File: config.mk
export PLATFORM = sky130hd
export DESIGN_NAME = mem_lsu
export DESIGN_NICKNAME = d
export VERILOG_FILES = /design/src/rtl/mem_lsu.sv
export SDC_FILE = /design/constraint.sdc
export NUM_CORES = 1
export LEC_CHECK = 0
export BUFFER_PORTS_ARGS = -buffer_cell sky130_fd_sc_hd__clkbuf_2
export CORE_UTILIZATION = 40
export DETAILED_ROUTE_END_ITERATION = 12
export GPL_TIMING_DRIVEN = 0
export PLACE_DENSITY = 0.84
export SLEW_MARGIN = 20
export SYNTH_ARGS = -nofsm -noshare
export SYNTH_HDL_FRONTEND = slang
export SYNTH_SLANG_ARGS = --single-unit
File: constraint.sdc
create_clock -name clk -period 1.98 [get_ports clk]
set_input_delay 0.297 -clock clk [delete_from_list [all_inputs] [get_ports clk]]
set_output_delay 0.297 -clock clk [all_outputs]
set_load 0.02 [all_outputs]
File: src/rtl/mem_lsu.sv
// Memory load/store unit: issues one bus access per memop with a timeout and
// stalls the pipeline until the access completes.
module mem_lsu #(
  parameter int unsigned BUS_TIMEOUT = 64
) (
  input  logic        clk,
  input  logic        rst,
  input  logic [4:0]  wd_i,
  input  logic        wreg_i,
  input  logic [31:0] wdata_i,
  input  logic [3:0]  memop_i,
  input  logic [31:0] maddr_i,
  input  logic [31:0] mstore_i,
  output logic [4:0]  wd_o,
  output logic        wreg_o,
  output logic [31:0] wdata_o,
  output logic        stall_req_o,
  output logic        adel_o,
  output logic        ades_o,
  output logic        bus_err_o,
  output logic        dbus_req_o,
  output logic        dbus_we_o,
  output logic [31:0] dbus_addr_o,
  output logic [3:0]  dbus_be_o,
  output logic [31:0] dbus_wdata_o,
  input  logic        dbus_ack_i,
  input  logic [31:0] dbus_rdata_i
);

  localparam logic [3:0] OpLb  = 4'd1;
  localparam logic [3:0] OpLbu = 4'd2;
  localparam logic [3:0] OpLh  = 4'd3;
  localparam logic [3:0] OpLhu = 4'd4;
  localparam logic [3:0] OpLw  = 4'd5;
  localparam logic [3:0] OpSb  = 4'd6;
  localparam logic [3:0] OpSh  = 4'd7;
  localparam logic [3:0] OpSw  = 4'd8;

  localparam logic [7:0] CntLast = 8'(BUS_TIMEOUT - 1);

  typedef enum logic [1:0] {StIdle, StBusy, StDone} state_e;

  state_e      state_q, state_d;
  logic [7:0]  cnt_q;
  logic        err_q;
  logic        req_q;
  logic        we_q;
  logic [31:0] addr_q;
  logic [3:0]  be_q;
  logic [31:0] sdata_q;
  logic [31:0] load_q;

  logic        is_load, is_store, is_byte, is_half, is_word;
  logic        misaligned, active, stall;
  logic [3:0]  be_d;
  logic [31:0] sdata_d;
  logic [7:0]  lane_b;
  logic [15:0] lane_h;
  logic [31:0] load_fmt;

  // Decode the memop into direction and access width.
  always_comb begin
    is_load  = 1'b0;
    is_store = 1'b0;
    is_byte  = 1'b0;
    is_half  = 1'b0;
    is_word  = 1'b0;
    case (memop_i)
      OpLb, OpLbu: begin is_load  = 1'b1; is_byte = 1'b1; end
      OpLh, OpLhu: begin is_load  = 1'b1; is_half = 1'b1; end
      OpLw:        begin is_load  = 1'b1; is_word = 1'b1; end
      OpSb:        begin is_store = 1'b1; is_byte = 1'b1; end
      OpSh:        begin is_store = 1'b1; is_half = 1'b1; end
      OpSw:        begin is_store = 1'b1; is_word = 1'b1; end
      default:     ;
    endcase
    misaligned = (is_half & maddr_i[0]) | (is_word & (|maddr_i[1:0]));
    active     = (is_load | is_store) & ~misaligned;
  end

  // Big-endian byte enables and replicated store data for the access width.
  always_comb begin
    be_d    = 4'b0000;
    sdata_d = mstore_i;
    if (is_byte) begin
      be_d    = 4'b1000 >> maddr_i[1:0];
      sdata_d = {4{mstore_i[7:0]}};
    end else if (is_half) begin
      be_d    = maddr_i[1] ? 4'b0011 : 4'b1100;
      sdata_d = {2{mstore_i[15:0]}};
    end else if (is_word) begin
      be_d    = 4'b1111;
    end
  end

  // Select the addressed lane of the read data and extend it.
  always_comb begin
    case (maddr_i[1:0])
      2'b00:   lane_b = dbus_rdata_i[31:24];
      2'b01:   lane_b = dbus_rdata_i[23:16];
      2'b10:   lane_b = dbus_rdata_i[15:8];
      default: lane_b = dbus_rdata_i[7:0];
    endcase
    lane_h = maddr_i[1] ? dbus_rdata_i[15:0] : dbus_rdata_i[31:16];
    case (memop_i)
      OpLb:    load_fmt = {{24{lane_b[7]}}, lane_b};
      OpLbu:   load_fmt = {24'h0, lane_b};
      OpLh:    load_fmt = {{16{lane_h[15]}}, lane_h};
      OpLhu:   load_fmt = {16'h0, lane_h};
      default: load_fmt = dbus_rdata_i;
    endcase
  end

  // Next-state logic; an ack beats a simultaneous timeout.
  always_comb begin
    state_d = state_q;
    stall   = 1'b0;
    unique case (state_q)
      StIdle: begin
        if (active) begin
          stall   = 1'b1;
          state_d = StBusy;
        end
      end
      StBusy: begin
        stall = 1'b1;
        if (dbus_ack_i || cnt_q == CntLast) state_d = StDone;
      end
      StDone: state_d = StIdle;
      default: state_d = StIdle;
    endcase
  end

  // State, bus registers, timeout counter and captured load result.
  always_ff @(posedge clk) begin
    if (rst) begin
      state_q <= StIdle;
      cnt_q   <= 8'h0;
      err_q   <= 1'b0;
      req_q   <= 1'b0;
      we_q    <= 1'b0;
      addr_q  <= 32'h0;
      be_q    <= 4'h0;
      sdata_q <= 32'h0;
      load_q  <= 32'h0;
    end else begin
      state_q <= state_d;
      unique case (state_q)
        StIdle: begin
          if (active) begin
            req_q   <= 1'b1;
            we_q    <= is_store;
            addr_q  <= {maddr_i[31:2], 2'b00};
            be_q    <= be_d;
            sdata_q <= sdata_d;
            cnt_q   <= 8'h0;
            err_q   <= 1'b0;
          end
        end
        StBusy: begin
          if (dbus_ack_i) begin
            load_q <= load_fmt;
            req_q  <= 1'b0;
          end else if (cnt_q == CntLast) begin
            err_q <= 1'b1;
            req_q <= 1'b0;
          end else begin
            cnt_q <= cnt_q + 8'h1;
          end
        end
        StDone: err_q <= 1'b0;
        default: ;
      endcase
    end
  end

  // Writeback and status outputs, forced quiet while in reset.
  always_comb begin
    stall_req_o = ~rst & stall;
    adel_o      = ~rst & (state_q == StIdle) & is_load & misaligned;
    ades_o      = ~rst & (state_q == StIdle) & is_store & misaligned;
    bus_err_o   = ~rst & (state_q == StDone) & err_q;
    wd_o        = rst ? 5'h0 : wd_i;
    wreg_o      = ~rst & wreg_i & ~(adel_o | ades_o | bus_err_o);
    if (rst)                                wdata_o = 32'h0;
    else if (state_q == StDone && is_load)  wdata_o = load_q;
    else                                    wdata_o = wdata_i;
  end

  assign dbus_req_o   = req_q;
  assign dbus_we_o    = we_q;
  assign dbus_addr_o  = addr_q;
  assign dbus_be_o    = be_q;
  assign dbus_wdata_o = sdata_q;

endmodule

==> impl_metrics.csv <==
group,metric,value,unit
timing,rsz0062_at_grt,"yes",
critical_path,worstSetupStartpointType,"input port",
routing,drt_iter0_drc,461,
power,clockPowerShare,31.8,%
final_layout,area_growth,61.6,%
timing,relSlewSlack,51.4,%
floorplanning,initial_core_util,40.9,%
timing,period_share,114,%
critical_path,worstPathRequired,1.68,ns
critical_path,timing.rr.end,"load_q[4]$_SDFFE_PP0P_",
power,power_frac_seq,40.4,%
power,power.density,678,mW/mm^2
routing,drtAntennaViolNets,0,
routing,wire_per_inst,18.3,um
power,p_switching,2.05,mW
placement,post-place-ws,-0.570,ns
timing,setup_viol,35,
clocking,cts_tree,"yes",
placement,dp_hpwl,15.6,mm
power,ir_drop,0.563,mV
final_layout,num_antenna_cells,0,
timing,setup_ws,-0.274,ns
timing,max_freq,444,MHz
final_layout,nets,1142,
synthesis,synth-edff-count,0,
global_route,antenna_found_initial,0,
run_status,status,"complete, but fails checks",
synthesis,postSynthCellCount,718,
timing,tightest_slew,0.729,ns
synthesis,ys.flop_type,"dfxtp_1",
routing,drtPass1Iterations,5,
synthesis,yosys_warnings,0,
routing,drc,0,
power,switching_share,33.0,%
critical_path,crit_path_end_kind,"output pin",
floorplanning,die_x,121,um
job,maxCapViolCount,0,
power,comb_power_share,27.8,%
global_route,grt_pass1_vias,6404,
global_route,grt_max_degree,22,
synthesis,yosys.cell_types.count,54,
synthesis,syn_area_per_cell,7.87,um^2
critical_path,startpoint,"memop_i[3]",
timing,hold_violations,0,
power,internal-power,4.15,mW
routing,via_per_inst,5.56,
hold_path,hold_class,"in2reg",
critical_path,crit_fanout,8,
clocking,clockBufferDepth,2,
critical_path,r2r_slack,0.13,ns
floorplanning,rows,43,
timing,finClkSkew,0.0119,ns
critical_path,crit_type,"in2out",
critical_path,worstPathArrival,1.96,ns
synthesis,ys_ff_latch,111,
critical_path,r2r-start,"state_q[1]$_SDFFE_PP0P_",
final_layout,fill_cells,1121,
global_route,grt-ovfl-total,0,
clocking,clock-sinks,111,
global_route,grt_first_pass_wirelength,32.3,mm
routing,vias,6590,
floorplanning,die_h,121,um
critical_path,r2r_cells,7,
placement,port_buffers,247,
synthesis,synthesis.area,0.00565,mm^2
floorplanning,core_area,0.0138,mm^2
final_layout,drive_above_1_share,45.7,%
clocking,cts.clk_slew.worst_paths,0.09,ns
placement,gp_congestion,0.960,
power,power,6.20,mW
clocking,cts-buffers-inserted,9,
synthesis,synthArstFlopShare,0,%
global_route,grt.total_usage,28.7,%
clocking,root_buffer,"clkbuf_16",
critical_path,endpoint,"wdata_o[27]",
synthesis,synth_seq_area_share,39.3,%
timing,slew_viol_final,0,
timing,finalSetupTns,-8.43,ns
floorplanning,dieArea,0.0146,mm^2
timing,timing.final.crit_period,2.25,ns
power,cellLeakagePower,3.93,nW
routing,wirelength,21.6,mm
floorplanning,io-pin-count,253,
clocking,htree_levels,3,
clocking,clkLatencyLatePin,0.36,ns
run_status,failed_checks,"negative setup slack",
clocking,hold_buffers,0,
## final cells by class
cell class,instances,area [um^2],area share [%]
buffer,62,547,5.99
clock buffer,9,225,2.47
clock inverter,7,95.1,1.04
inverter,3,11.3,0.123
multi-input combinational,540,3900,42.7
sequential,111,2220,24.3
tap,180,225,2.47
timing repair buffer,273,1900,20.8
## power by group through the flow
stage | combinational (mW) | clock [mW] | sequential, mW
global placement | 1.46 | 0 | 2.53
detailed placement | 1.48 | 0 | 2.54
CTS | 1.65 | 1.98 | 2.49
floorplan | 0.800 | 0 | 2.68
global route | 1.83 | 2.08 | 2.52
finish | 1.72 | 1.97 | 2.50
## critical path, stage by stage
cell and delay [ns]:
buf_8 0.10, buf_8 0.12, or3b_4 0.40, or3b_4 0.39
clkbuf_16 0.20, buf_16 0.16, nand2_4 0.07, a21oi_4 0.06
buf_8 0.15
## metal layers
metal	track usage [%]	up-vias	share of wire [%]	routed length (um)
met5	0	-	0	0
met4	12.3	0	3.5	759
li1	-	3120	-	-
met2	50.8	358	50	10800
met1	31.8	3065	38	8130
met3	8.13	47	9.2	1980
## worst min-delay path by stage
| stage | from | endpoint | slack, ns | depth (start not counted) |
|---|---|---|---|---|
| finish | maddr_i[11] | dbus_addr_o[11]$_SDFFE_PP0P_ | 0.15 | 3 |
| global route | maddr_i[18] | dbus_addr_o[18]$_SDFFE_PP0P_ | 0.14 | 3 |
| CTS | maddr_i[11] | dbus_addr_o[11]$_SDFFE_PP0P_ | 0.14 | 3 |
| detailed placement | dbus_addr_o[10]$_SDFFE_PP0P_ | dbus_addr_o[10]$_SDFFE_PP0P_ | 0.45 | 2 |
| global placement | dbus_addr_o[4]$_SDFFE_PP0P_ | dbus_addr_o[4]$_SDFFE_PP0P_ | 0.44 | 2 |
| floorplan | maddr_i[10] | dbus_addr_o[10]$_SDFFE_PP0P_ | 0.43 | 2 |
## cell usage after synthesis, types with 7 or more instances
| master | instances | area (um^2) |
|---|---|---|
| a211oi_1 | 48 | 360 |
| a21oi_1 | 87 | 435 |
| a221o_1 | 7 | 70.1 |
| a221oi_1 | 17 | 149 |
| and2_1 | 9 | 56.3 |
| buf_2 | 23 | 115 |
| buf_6 | 10 | 113 |
| clkbuf_1 | 29 | 109 |
| dfxtp_1 | 111 | 2220 |
| mux2i_1 | 9 | 90.1 |
| mux4_2 | 7 | 158 |
| nand2_1 | 154 | 578 |
| nand3_1 | 8 | 40.0 |
| nor2_1 | 75 | 282 |
| nor2b_1 | 7 | 43.8 |
| nor3_1 | 47 | 235 |
| o21ai_0 | 9 | 45.0 |
## registers in the layout (all words and copies together) (netlist names)
name	flops
state_q	2
err_q	1
load_q	32
dbus_req_o	1
dbus_be_o	4
cnt_q	8
dbus_wdata_o	32
dbus_addr_o	30
dbus_we_o	1
## metrics by stage
stage / cells / instance area (um^2) / hold slack, ns / utilization (%)
after detailed placement: 1146 / 7690 / 0.446 / 55.6
after global placement: 1146 / 7690 / 0.441 / 55.6
after CTS: 1180 / 8860 / 0.144 / 64.1
after floorplan: 719 / 6230 / 0.433 / -
final: 1185 / 9130 / 0.146 / 66.0
after global routing: 1185 / 9130 / 0.144 / 66.0
## cells by family after synthesis
logic type      synth area share, %
compound gates                 22.4
buf+inv                        6.55
xor+xnor                      0.310
simple gates                   26.1
flops                          39.3
fa+ha+maj                     0.399
other cells                  0.0664
mux                            4.85
## cell usage in the layout, fill, tap and decap left out, types with 13 or more instances in the layout
cell type  synthesis  layout
buf_6             10      20
clkbuf_2           0     211
clkbuf_1          29      16
nand2_4            1      43
nand2_1          154     102
nor3_1            47      44
a21oi_1           87      54
a21oi_4            0      29
clkbuf_16          0      13
dfxtp_1          111     110
nor2_1            75      74
a221oi_1          17      17
buf_4              3      22
a211oi_1          48      46
buf_8              0      35
## repair_timing
item | CTS | global route
setup endpoints to repair | 73 | 64
resized for setup | 150 | 86
pin swaps | 44 | 27
gates cloned | 3 | 2
setup buffers | 17 | 4
(Power assumes the default switching activity.)
